## src/rtl/pc_unit.sv

```systemverilog
// Program counter with trap/redirect/stall priority, misaligned-redirect capture,
// and a circular return-address stack whose outputs come from registered state only.
module pc_unit #(
    parameter int          XLEN         = 32,
    parameter logic [XLEN-1:0] RESET_VECTOR = '0,
    parameter int          RAS_DEPTH    = 4,
    parameter int          IALIGN       = 32
) (
    input  logic            clock,
    input  logic            reset,
    input  logic            i_stall,
    input  logic            i_redirect_valid,
    input  logic [XLEN-1:0] i_redirect_target,
    input  logic            i_trap,
    input  logic [XLEN-1:0] i_trap_vec,
    input  logic            i_ras_push,
    input  logic            i_ras_pop,
    output logic [XLEN-1:0] o_pc,
    output logic [XLEN-1:0] o_pc_plus,
    output logic            o_misaligned,
    output logic [XLEN-1:0] o_bad_addr,
    output logic [XLEN-1:0] o_ras_top,
    output logic            o_ras_empty,
    output logic            o_ras_full
);

    localparam int PTR_W = $clog2(RAS_DEPTH);
    localparam int CNT_W = PTR_W + 1;

    logic [XLEN-1:0]  r_pc;
    logic             r_misaligned;
    logic [XLEN-1:0]  r_bad_addr;
    logic [XLEN-1:0]  r_ras [RAS_DEPTH];
    logic [PTR_W-1:0] r_top_ptr;
    logic [CNT_W-1:0] r_count;

    logic [XLEN-1:0]  w_pc_plus;
    logic [XLEN-1:0]  w_pc_next;
    logic             w_tgt_misaligned;
    logic             w_reject;
    logic             w_ras_empty;
    logic             w_ras_full;
    logic             w_ras_en;
    logic             w_do_push;
    logic             w_do_pop;
    logic             w_wr_en;
    logic [PTR_W-1:0] w_wr_idx;
    logic [PTR_W-1:0] w_ptr_next;
    logic [CNT_W-1:0] w_count_next;

    assign w_pc_plus   = r_pc + XLEN'(4);
    assign w_ras_empty = (r_count == '0);
    assign w_ras_full  = (r_count == CNT_W'(RAS_DEPTH));

    // 16-bit alignment only forbids odd addresses; 32-bit also forbids bit 1.
    assign w_tgt_misaligned = (IALIGN == 16) ? i_redirect_target[0]
                                             : (i_redirect_target[1] | i_redirect_target[0]);
    assign w_reject = i_redirect_valid && !i_trap && w_tgt_misaligned;

    always_comb begin
        w_pc_next = w_pc_plus;
        if (i_trap) begin
            w_pc_next = i_trap_vec;
        end else if (i_redirect_valid) begin
            w_pc_next = w_tgt_misaligned ? r_pc : i_redirect_target;
        end else if (i_stall) begin
            w_pc_next = r_pc;
        end
    end

    always_ff @(posedge clock) begin
        if (reset) begin
            r_pc         <= RESET_VECTOR;
            r_misaligned <= 1'b0;
            r_bad_addr   <= '0;
        end else begin
            r_pc         <= w_pc_next;
            r_misaligned <= w_reject;
            if (w_reject) begin
                r_bad_addr <= i_redirect_target;
            end
        end
    end

    always_comb begin
        w_ras_en     = !i_stall && !i_trap;
        w_do_push    = w_ras_en && i_ras_push;
        w_do_pop     = w_ras_en && i_ras_pop;
        w_wr_en      = 1'b0;
        w_wr_idx     = r_top_ptr;
        w_ptr_next   = r_top_ptr;
        w_count_next = r_count;
        if (w_do_push && (!w_do_pop || w_ras_empty)) begin
            // Pointer wrap on a full stack silently drops the oldest entry.
            w_wr_en    = 1'b1;
            w_wr_idx   = r_top_ptr + PTR_W'(1);
            w_ptr_next = r_top_ptr + PTR_W'(1);
            if (!w_ras_full) begin
                w_count_next = r_count + CNT_W'(1);
            end
        end else if (w_do_push && w_do_pop) begin
            w_wr_en = 1'b1;
        end else if (w_do_pop && !w_ras_empty) begin
            w_ptr_next   = r_top_ptr - PTR_W'(1);
            w_count_next = r_count - CNT_W'(1);
        end
    end

    always_ff @(posedge clock) begin
        if (reset) begin
            r_top_ptr <= '1;
            r_count   <= '0;
        end else begin
            r_top_ptr <= w_ptr_next;
            r_count   <= w_count_next;
        end
    end

    always_ff @(posedge clock) begin
        if (!reset && w_wr_en) begin
            r_ras[w_wr_idx] <= w_pc_plus;
        end
    end

    assign o_pc         = r_pc;
    assign o_pc_plus    = w_pc_plus;
    assign o_misaligned = r_misaligned;
    assign o_bad_addr   = r_bad_addr;
    assign o_ras_top    = w_ras_empty ? '0 : r_ras[r_top_ptr];
    assign o_ras_empty  = w_ras_empty;
    assign o_ras_full   = w_ras_full;

endmodule

```

## config.mk

```make
export PLATFORM = sky130hd
export DESIGN_NAME = pc_unit
export DESIGN_NICKNAME = d
export VERILOG_FILES = /design/src/rtl/pc_unit.sv
export SDC_FILE = /design/constraint.sdc
export NUM_CORES = 1
export LEC_CHECK = 0
export ABC_CLOCK_PERIOD_IN_PS = 3220
export BUFFER_PORTS_ARGS = -buffer_cell sky130_fd_sc_hd__buf_2
export CAP_MARGIN = 20
export CORE_MARGIN = 2
export CORE_UTILIZATION = 30
export CTS_CLUSTER_SIZE = 20
export DETAILED_ROUTE_END_ITERATION = 10
export PLACE_DENSITY = 0.62
export RECOVER_POWER = 50
export SYNTH_ARGS = -nofsm -noshare
export SYNTH_HDL_FRONTEND = slang
export SYNTH_SLANG_ARGS = --single-unit
```

## constraint.sdc

```tcl
create_clock -name clock -period 3.22 [get_ports clock]
set_input_delay 0 -clock clock [delete_from_list [all_inputs] [get_ports clock]]
set_output_delay 0 -clock clock [all_outputs]
set_load 0.005 [all_outputs]
```

Word-level counts from Yosys, hierarchy flattened
Memories as Yosys holds them, arrays and structs flattened. A register that Yosys moved wholly into a read port is not among the register bits. Index checks and enable logic that the tools add are counted.

Register bits: 70. Bits in latches: 0. RAM bits: 128. ROM bits: 0. Bits of input ports: 71. Output and inout bits: 131. Word-level logic and storage cells: 56. Memories: 1.

Add/subtract/negate cells: 5. $mul: 0. Divide/modulo/power cells: 0. Magnitude comparators: 0. Eq/ne operators: 5. Shift-type cells: 0. Multiplexer cells: 19. Bitwise operators: 1. Reduce and logical (&&, ||, !) cells: 20.

Memory list: r_ras (depth 4, bits a word 32, read ports 1, clocked after Yosys merged registers in 1, write ports 1, RTL line 33) `logic [XLEN-1:0] r_ras [RAS_DEPTH];`.

Operators by type and width (count): $mux W32 (5); $add A32 B3 Y32 const B (1); $mux W2 (6); $mux W3 (4); $logic_and A1 B1 Y1 (9); $logic_not A1 Y1 (5); $mux W1 (4); $ne A2 B2 Y1 const B (2); $reduce_and A2 Y1 (2); $add A3 B1 Y3 const B (1); $eq A3 B3 Y1 const B (1); $logic_not A3 Y1 (1); $ne A3 B1 Y1 const B (1); $ne A3 B3 Y1 const B (1); $reduce_and A3 Y1 (1); $sub A3 B1 Y3 const B (1); $add A2 B1 Y2 const B (1); $reduce_bool A2 Y1 (1); $sub A2 B1 Y2 const B (1); $logic_or A1 B1 Y1 (1); $or A1 B1 Y1 (1).

Logic depth before layout (Yosys ltp)
Gate-level depths: netlist of run 1.

Depth in word-level cells: 10. Gate-level depth with buffers: 9. Depth with buffers taken out: 8.

Least setup slack after synthesis of run 1
OpenSTA, ideal clock, no wires.

Path type: register to register. From: register r_count[0]. To: memory r_ras[0][0] (enable). Library setup time: 421 ps. Data arrival time: 2861 ps. Data required time: 2799 ps. Path slack: -62 ps. Stages on the path, launching flop included: 6. Buffers on the path: 0. Clock period less this slack: 3282 ps. Cell sequence: dfxtp_1 -> o31ai_1 -> nand3_1 -> ha_1 -> nand4b_1 -> nor2_1.

Word-level cells in the longest chain between the ends: 7.

RTL lines: from (decl) (RTL line 35) `logic [CNT_W-1:0] r_count;`; from (signal assigned) (RTL line 115) `r_count <= w_count_next;`; $logic_not A3 Y1 (*) (RTL line 52) `assign w_ras_empty = (r_count == '0);`; $logic_or A1 B1 Y1 (*) (RTL line 93) `if (w_do_push && (!w_do_pop || w_ras_empty)) begin`; $logic_and A1 B1 Y1 (*) (RTL line 93); $mux W1 (RTL line 93); $logic_and A1 B1 Y1 (RTL line 120) `if (!reset && w_wr_en) begin`; $mux W1 (RTL line 120); $mux W1 (implied by the code) (RTL line 121) `r_ras[w_wr_idx] <= w_pc_plus;`; to (decl) (RTL line 33).

Mark *: on every way between the ends. The rest lies on a longest branch, timed or not.

Worst setup path in the final report of run 1
From: register r_pc[4], in the netlist o_pc[4]. To: output port o_pc_plus[27].

Word-level cells in the longest chain between the ends: 1.

RTL lines: from (decl) (RTL line 30) `logic [XLEN-1:0] r_pc;`; from (signal assigned) (RTL line 77) `r_pc <= w_pc_next;`; $add A32 B3 Y32 (RTL line 51) `assign w_pc_plus = r_pc + XLEN'(4);`; to (decl) (RTL line 19) `output logic [XLEN-1:0] o_pc_plus,`.

Every way passes these cells.

==> results of run 1 <==
-- metal layers --
| layer | global-route usage, % | routed length (µm) | share of wire, % |
|---|---|---|---|
| met2 | 29.3 | 13300 | 47 |
| met3 | 3.38 | 1590 | 5.6 |
| met1 | 24.5 | 12800 | 45 |
| met5 | 0 | 16 | 0.056 |
| met4 | 5.77 | 658 | 2.3 |
-- cells in the final DEF (no fill, tap or decap), types with 11 or more instances in the layout --
| master | Yosys | final |
|---|---|---|
| buf_2 | 5 | 124 |
| xor2_1 | 12 | 12 |
| clkbuf_16 | 0 | 17 |
| nor2b_1 | 33 | 33 |
| dfxtp_1 | 72 | 71 |
| edfxtp_1 | 128 | 128 |
| nand3_1 | 21 | 21 |
| and3_1 | 12 | 12 |
| buf_4 | 2 | 12 |
| dlygate4sd3_1 | 0 | 57 |
| nand4_1 | 16 | 17 |
| a21oi_1 | 59 | 59 |
| clkbuf_1 | 42 | 78 |
| inv_1 | 11 | 11 |
| xnor2_1 | 21 | 21 |
| mux4_2 | 32 | 32 |
| nor3_1 | 18 | 17 |
| nand2_1 | 104 | 105 |
| o21ai_0 | 30 | 30 |
| nor2_1 | 44 | 40 |
-- power by group through the flow --
stage               combinational, mW  clock, mW  sequential [mW]
finish                          0.768       2.14             2.92
global route                    0.847       2.28             2.93
CTS                             0.795       2.18             2.92
detailed placement              0.739          0             2.97
global placement                0.732          0             2.97
floorplan                       0.413          0             2.93
-- worst max-delay path: stages (launching register included) --
cell     delay, ns
dfxtp_1       0.48
nand4_1       0.40
nor4_2        0.61
nand4_1       0.31
xnor2_1       0.50
buf_2         0.23
-- state kept, by name, indices dropped and copies added (netlist names), named ones only --
name,cells
r_top_ptr,2
r_ras,128
o_bad_addr,32
o_pc,32
o_misaligned,1
r_count,3
-- how the worst max path moves through the flow --
stage,end,slack [ns]
final,o_pc_plus[27],0.26
after global routing,o_pc_plus[29],0.02
after CTS,o_pc_plus[27],0.28
after detailed placement,r_ras[0][2]$_DFFE_PP_,0.62
after global placement,r_ras[0][7]$_DFFE_PP_,0.68
after floorplan,r_ras[0][0]$_DFFE_PP_,-0.06
-- logic make-up (layout without fill, tap and decap cells) --
group / after synthesis / in the layout / share of synthesized area (%)
AOI/OAI and AO/OA: 150 / 150 / 10.3
xor gates and xnor gates: 33 / 33 / 3.19
adders and majority gates: 4 / 4 / 0.636
buffers and inverters: 64 / 318 / 2.81
DFF: 200 / 200 / 58.4
muxes: 40 / 40 / 8.88
and+or+nand+nor: 282 / 282 / 15.8
-- final cells by class --
type	count	area share [%]
multi-input cells	509	30.5
repair buffers	275	13.8
clock inverters	15	1.52
well taps	390	4.23
inverters	11	0.358
flip-flops and latches	200	45.9
clock buffers	17	3.69
==> results.yml, run 1 <==
power:
  clockPowerShare_pct: 36.7
  p_int_mw: 4.20
  ir_drop_uv: 368
  total_power_mw: 5.82
  p_leak_nw: 4.23
  switching_power_mw: 1.63
  powerDensity_mw_per_mm2: 505
  combPwrFrac_pct: 13.2
  seqPwrFrac_pct: 50.1
  swShare_pct: 28.0
timing:
  rsz0062_at_grt: "false"
  hold_viol: 0
  worst-slew-pin-transition_ns: 1.74
  setup_viol: 0
  skew_ns: 0.0118
  slew_violations: 50
  max_freq_ghz: 0.337
  period_minus_slack_ns: 2.96
  postLayoutSetupSlackWorst_ns: 0.256
  relSlewSlack_pct: -16.9
  fin_crit_sh_pct: 92.1
  tns_ns: 0
  whs_ns: 0.0484
final_layout:
  diodes: 0
  syn_to_final_growth_pct: 27.4
  drive_above_1_share_pct: 21.6
  num-nets-final: 1089
  utilization_pct: 38.9
  multi_input_area_mm2: 0.00351
  seq_area_mm2: 0.00529
  design_area_mm2: 0.0115
  fill_cells: 2975
  fin_cells: 1417
global_routing:
  antenna_found_initial: 1
  grt_overflow: 0
  grt_max_degree: 69
  grt_pass1_vias: 7023
  grt_pass1_wl_um: 42800
  grtUsageTotal_pct: 18.1
synth:
  yosysUniqueCellTypes: 65
  async_flop_share_pct: 0
  synthCells: 773
  synth.largest_area_cell: "edfxtp_1"
  netlist.area_leader.share_pct: 42.5
  yosys-top-cells-count: "128 x edfxtp_1, 104 x nand2_1, 72 x dfxtp_1"
  synth_edf_count: 128
  syn-mean-instance-area_um2: 11.7
  synth_most_common_cell: "edfxtp_1"
  syn_area_mm2: 0.00905
  synth.area.top_cells: "edfxtp_1 42%, dfxtp_1 16%, mux4_2 8.0%"
  yosysWarnings: 0
  ys_seq_elements: 200
  synth_nets: 848
  ys.flop_type: "edfxtp_1"
  seq_area_frac_synth_pct: 58.4
cts:
  hold_buffers: 57
  post-cts-setup-buffer-count: 0
  numCtsBuffers: 17
  clock_path_buffers: 2
  cts_sinks: 200
  clk_pin_slew_ns: 0.07
  insertion_delay_ns: 0.43
  cts_max_level: 4
  cts_resized: 0
  cts_root_buffer: "clkbuf_16"
  cts_tree: "built"
routing:
  wl_per_cell_um: 20.0
  ant_nets: 0
  drtPass1Iterations: 5
  drt_wl_total_um: 28300
  viasPerCell: 5.07
  vias: 7180
  remaining_drc_errors: 0
  first_iter_violations: 464
status:
  violations: "max-capacitance violations, max-slew violations"
  status: "finished with violations"
placement:
  dp.final_hpwl_um: 20500
  placedCellCount: 1328
  portBuffers: 201
  place.gp.congestion: 0.944
  placed_cell_area_mm2: 0.0105
  pre_cts_slack_ns: 0.625
min_path:
  hold_depth: 4
  hold_end: "o_pc[26]$_SDFFE_PP0P_"
  hold_class: "input port to register"
  hp-start: "i_trap_vec[26]"
flow_run:
  maxCapViolations: 2
die:
  initial_utilization_pct: 30.5
  row_count: 63
  die-area_mm2: 0.0316
  coreArea_mm2: 0.0296
  die_h_um: 178
  io_pins: 202
  die_width_um: 178
worst_setup_path:
  rr_endpoint: "r_ras[0][0]$_DFFE_PP_"
  reg2reg_depth: 6
  startpoint_type: "register"
  r2r_start: "r_count[0]$_SDFFE_PP0P_"
  startpoint: "o_pc[4]$_SDFFE_PP0P_"
  worstPathMaxFanout: 8
  cp.arrival_ns: 2.96
  crit_required_ns: 3.22
  worstSetupPathType: "register to output pin"
  end_kind: "output pin"
  r2r_slack_ns: 0.62
(Power assumes the default switching activity.)
==> inputs of run 2 (changes only) <==
Settings changed: CORE_MARGIN 2 to 3.
==> results.yml, run 2 (same netlist as run 1, synthesis figures left out) <==
routing:
  wl_met1_um: 12900
  first_iter_violations: 425
  drt_wl_total_um: 28600
  met2_length_um: 13100
  drtPass1Iterations: 5
  route.met3.wl_um: 1780
  wl_per_cell_um: 20.3
  highest_layer: "met4"
  vias: 7146
  remaining_drc_errors: 0
  ant_nets: 0
  viasPerCell: 5.08
worst_setup_path:
  worstSetupPathType: "register to output pin"
  crit_required_ns: 3.22
  startpoint_type: "register"
  worstPathMaxFanout: 6
  cp.arrival_ns: 2.92
  end_kind: "output pin"
min_path:
  hold_class: "input port to register"
die:
  initial_utilization_pct: 30.9
  row_count: 62
  die_width_um: 180
  coreArea_mm2: 0.0292
  die_h_um: 180
  die-area_mm2: 0.0323
  io_pins: 202
global_routing:
  grt_pass1_wl_um: 43700
  grt_pass1_vias: 7179
  grt_max_degree: 38
  grtUsageTotal_pct: 17.3
  grt_overflow: 0
  antenna_found_initial: 0
cts:
  cts_sinks: 200
  cts_root_buffer: "clkbuf_16"
  clock_path_buffers: 2
  post-cts-setup-buffer-count: 0
  hold_buffers: 55
  clk_pin_slew_ns: 0.08
  cts_max_level: 4
  cts_resized: 0
  insertion_delay_ns: 0.44
  numCtsBuffers: 17
  cts_tree: "built"
final_layout:
  final_common_cell: "buf_2"
  design_area_mm2: 0.0116
  largest_reg_flops: 128
  num-nets-final: 1086
  final_cell_mix: "131 x buf_2, 128 x edfxtp_1, 105 x nand2_1, 72 x dfxtp_1, 70 x clkbuf_1"
  syn_to_final_growth_pct: 27.8
  diodes: 0
  regMostFlops: "r_ras"
  drive_above_1_share_pct: 22.3
  fin_cells: 1408
  utilization_pct: 39.5
power:
  powerDensity_mw_per_mm2: 518
  p_leak_nw: 4.28
  total_power_mw: 5.99
  ir_drop_uv: 362
timing:
  fin_crit_sh_pct: 90.8
  period_minus_slack_ns: 2.92
  skew_ns: 0.0101
  tns_ns: 0
  whs_ns: 0.0173
  worst-slew-pin-transition_ns: 1.42
  postLayoutSetupSlackWorst_ns: 0.297
  slew_violations: 0
  relSlewSlack_pct: 5.40
  setup_viol: 0
  rsz0062_at_grt: "false"
  max_freq_ghz: 0.342
  hold_viol: 0
placement:
  placed_cell_area_mm2: 0.0105
  placedCellCount: 1321
  portBuffers: 201
  dp.final_hpwl_um: 20700
  pre_cts_slack_ns: 0.595
  place.gp.congestion: 0.910
status:
  status: "finished clean"
flow_run:
  maxCapViolations: 0
==> run 2: changes by cell type in the layout (fill, tap and decap cells not counted), sizes merged <==
cell / change
buf: +7
bufinv: +2
clkbuf: -8
clkinv: -3
clkinvlp: -1
dlygate4sd3: -2
inv: +2
==> run 2: layout make-up <==
| cell class | count | area [µm²] |
|---|---|---|
| sequential | 200 | 5290 |
| inverter | 11 | 41.3 |
| timing repair buffer | 272 | 1590 |
| tap | 384 | 480 |
| multi-input combinational | 509 | 3520 |
| clock buffer | 17 | 425 |
| fill | 2816 | 17700 |
| clock inverter | 15 | 219 |
==> run 2: final timing paths <==
kind | end | slack (ns) | depth (start not counted) | from
hold reg to reg | o_bad_addr[5]$_SDFFE_PP0P_ | 0.46 | 2 | o_bad_addr[5]$_SDFFE_PP0P_
setup reg to reg | r_ras[0][0]$_DFFE_PP_ | 0.54 | 6 | r_count[0]$_SDFFE_PP0P_
hold / removal | o_pc[11]$_SDFFE_PP0P_ | 0.02 | 5 | i_trap_vec[11]
setup / recovery | o_pc_plus[22] | 0.30 | 6 | o_pc[14]$_SDFFE_PP0P_
==> run 2: report_power, final <==
part | leakage, nW | total, mW | switching (mW) | internal (mW)
registers | 1.78 | 2.92 | 0.105 | 2.81
logic | 2.19 | 0.765 | 0.433 | 0.332
clock network | 0.313 | 2.31 | 1.09 | 1.21
==> run 2: routing by layer <==
metal  vias up  GRT usage (%)
li1       3356              -
met1      3484           23.8
met2       265           27.2
met3        41           3.50
met4         0           6.10
met5         -              0
==> run 2: critical path, cell delays in order (launching register included) <==
cell and delay (ns):
dfxtp_1 0.48, nand4_2 0.28, nor3b_1 0.54, nand2_1 0.31, nor2_1 0.21, xor2_1 0.43, buf_2 0.23
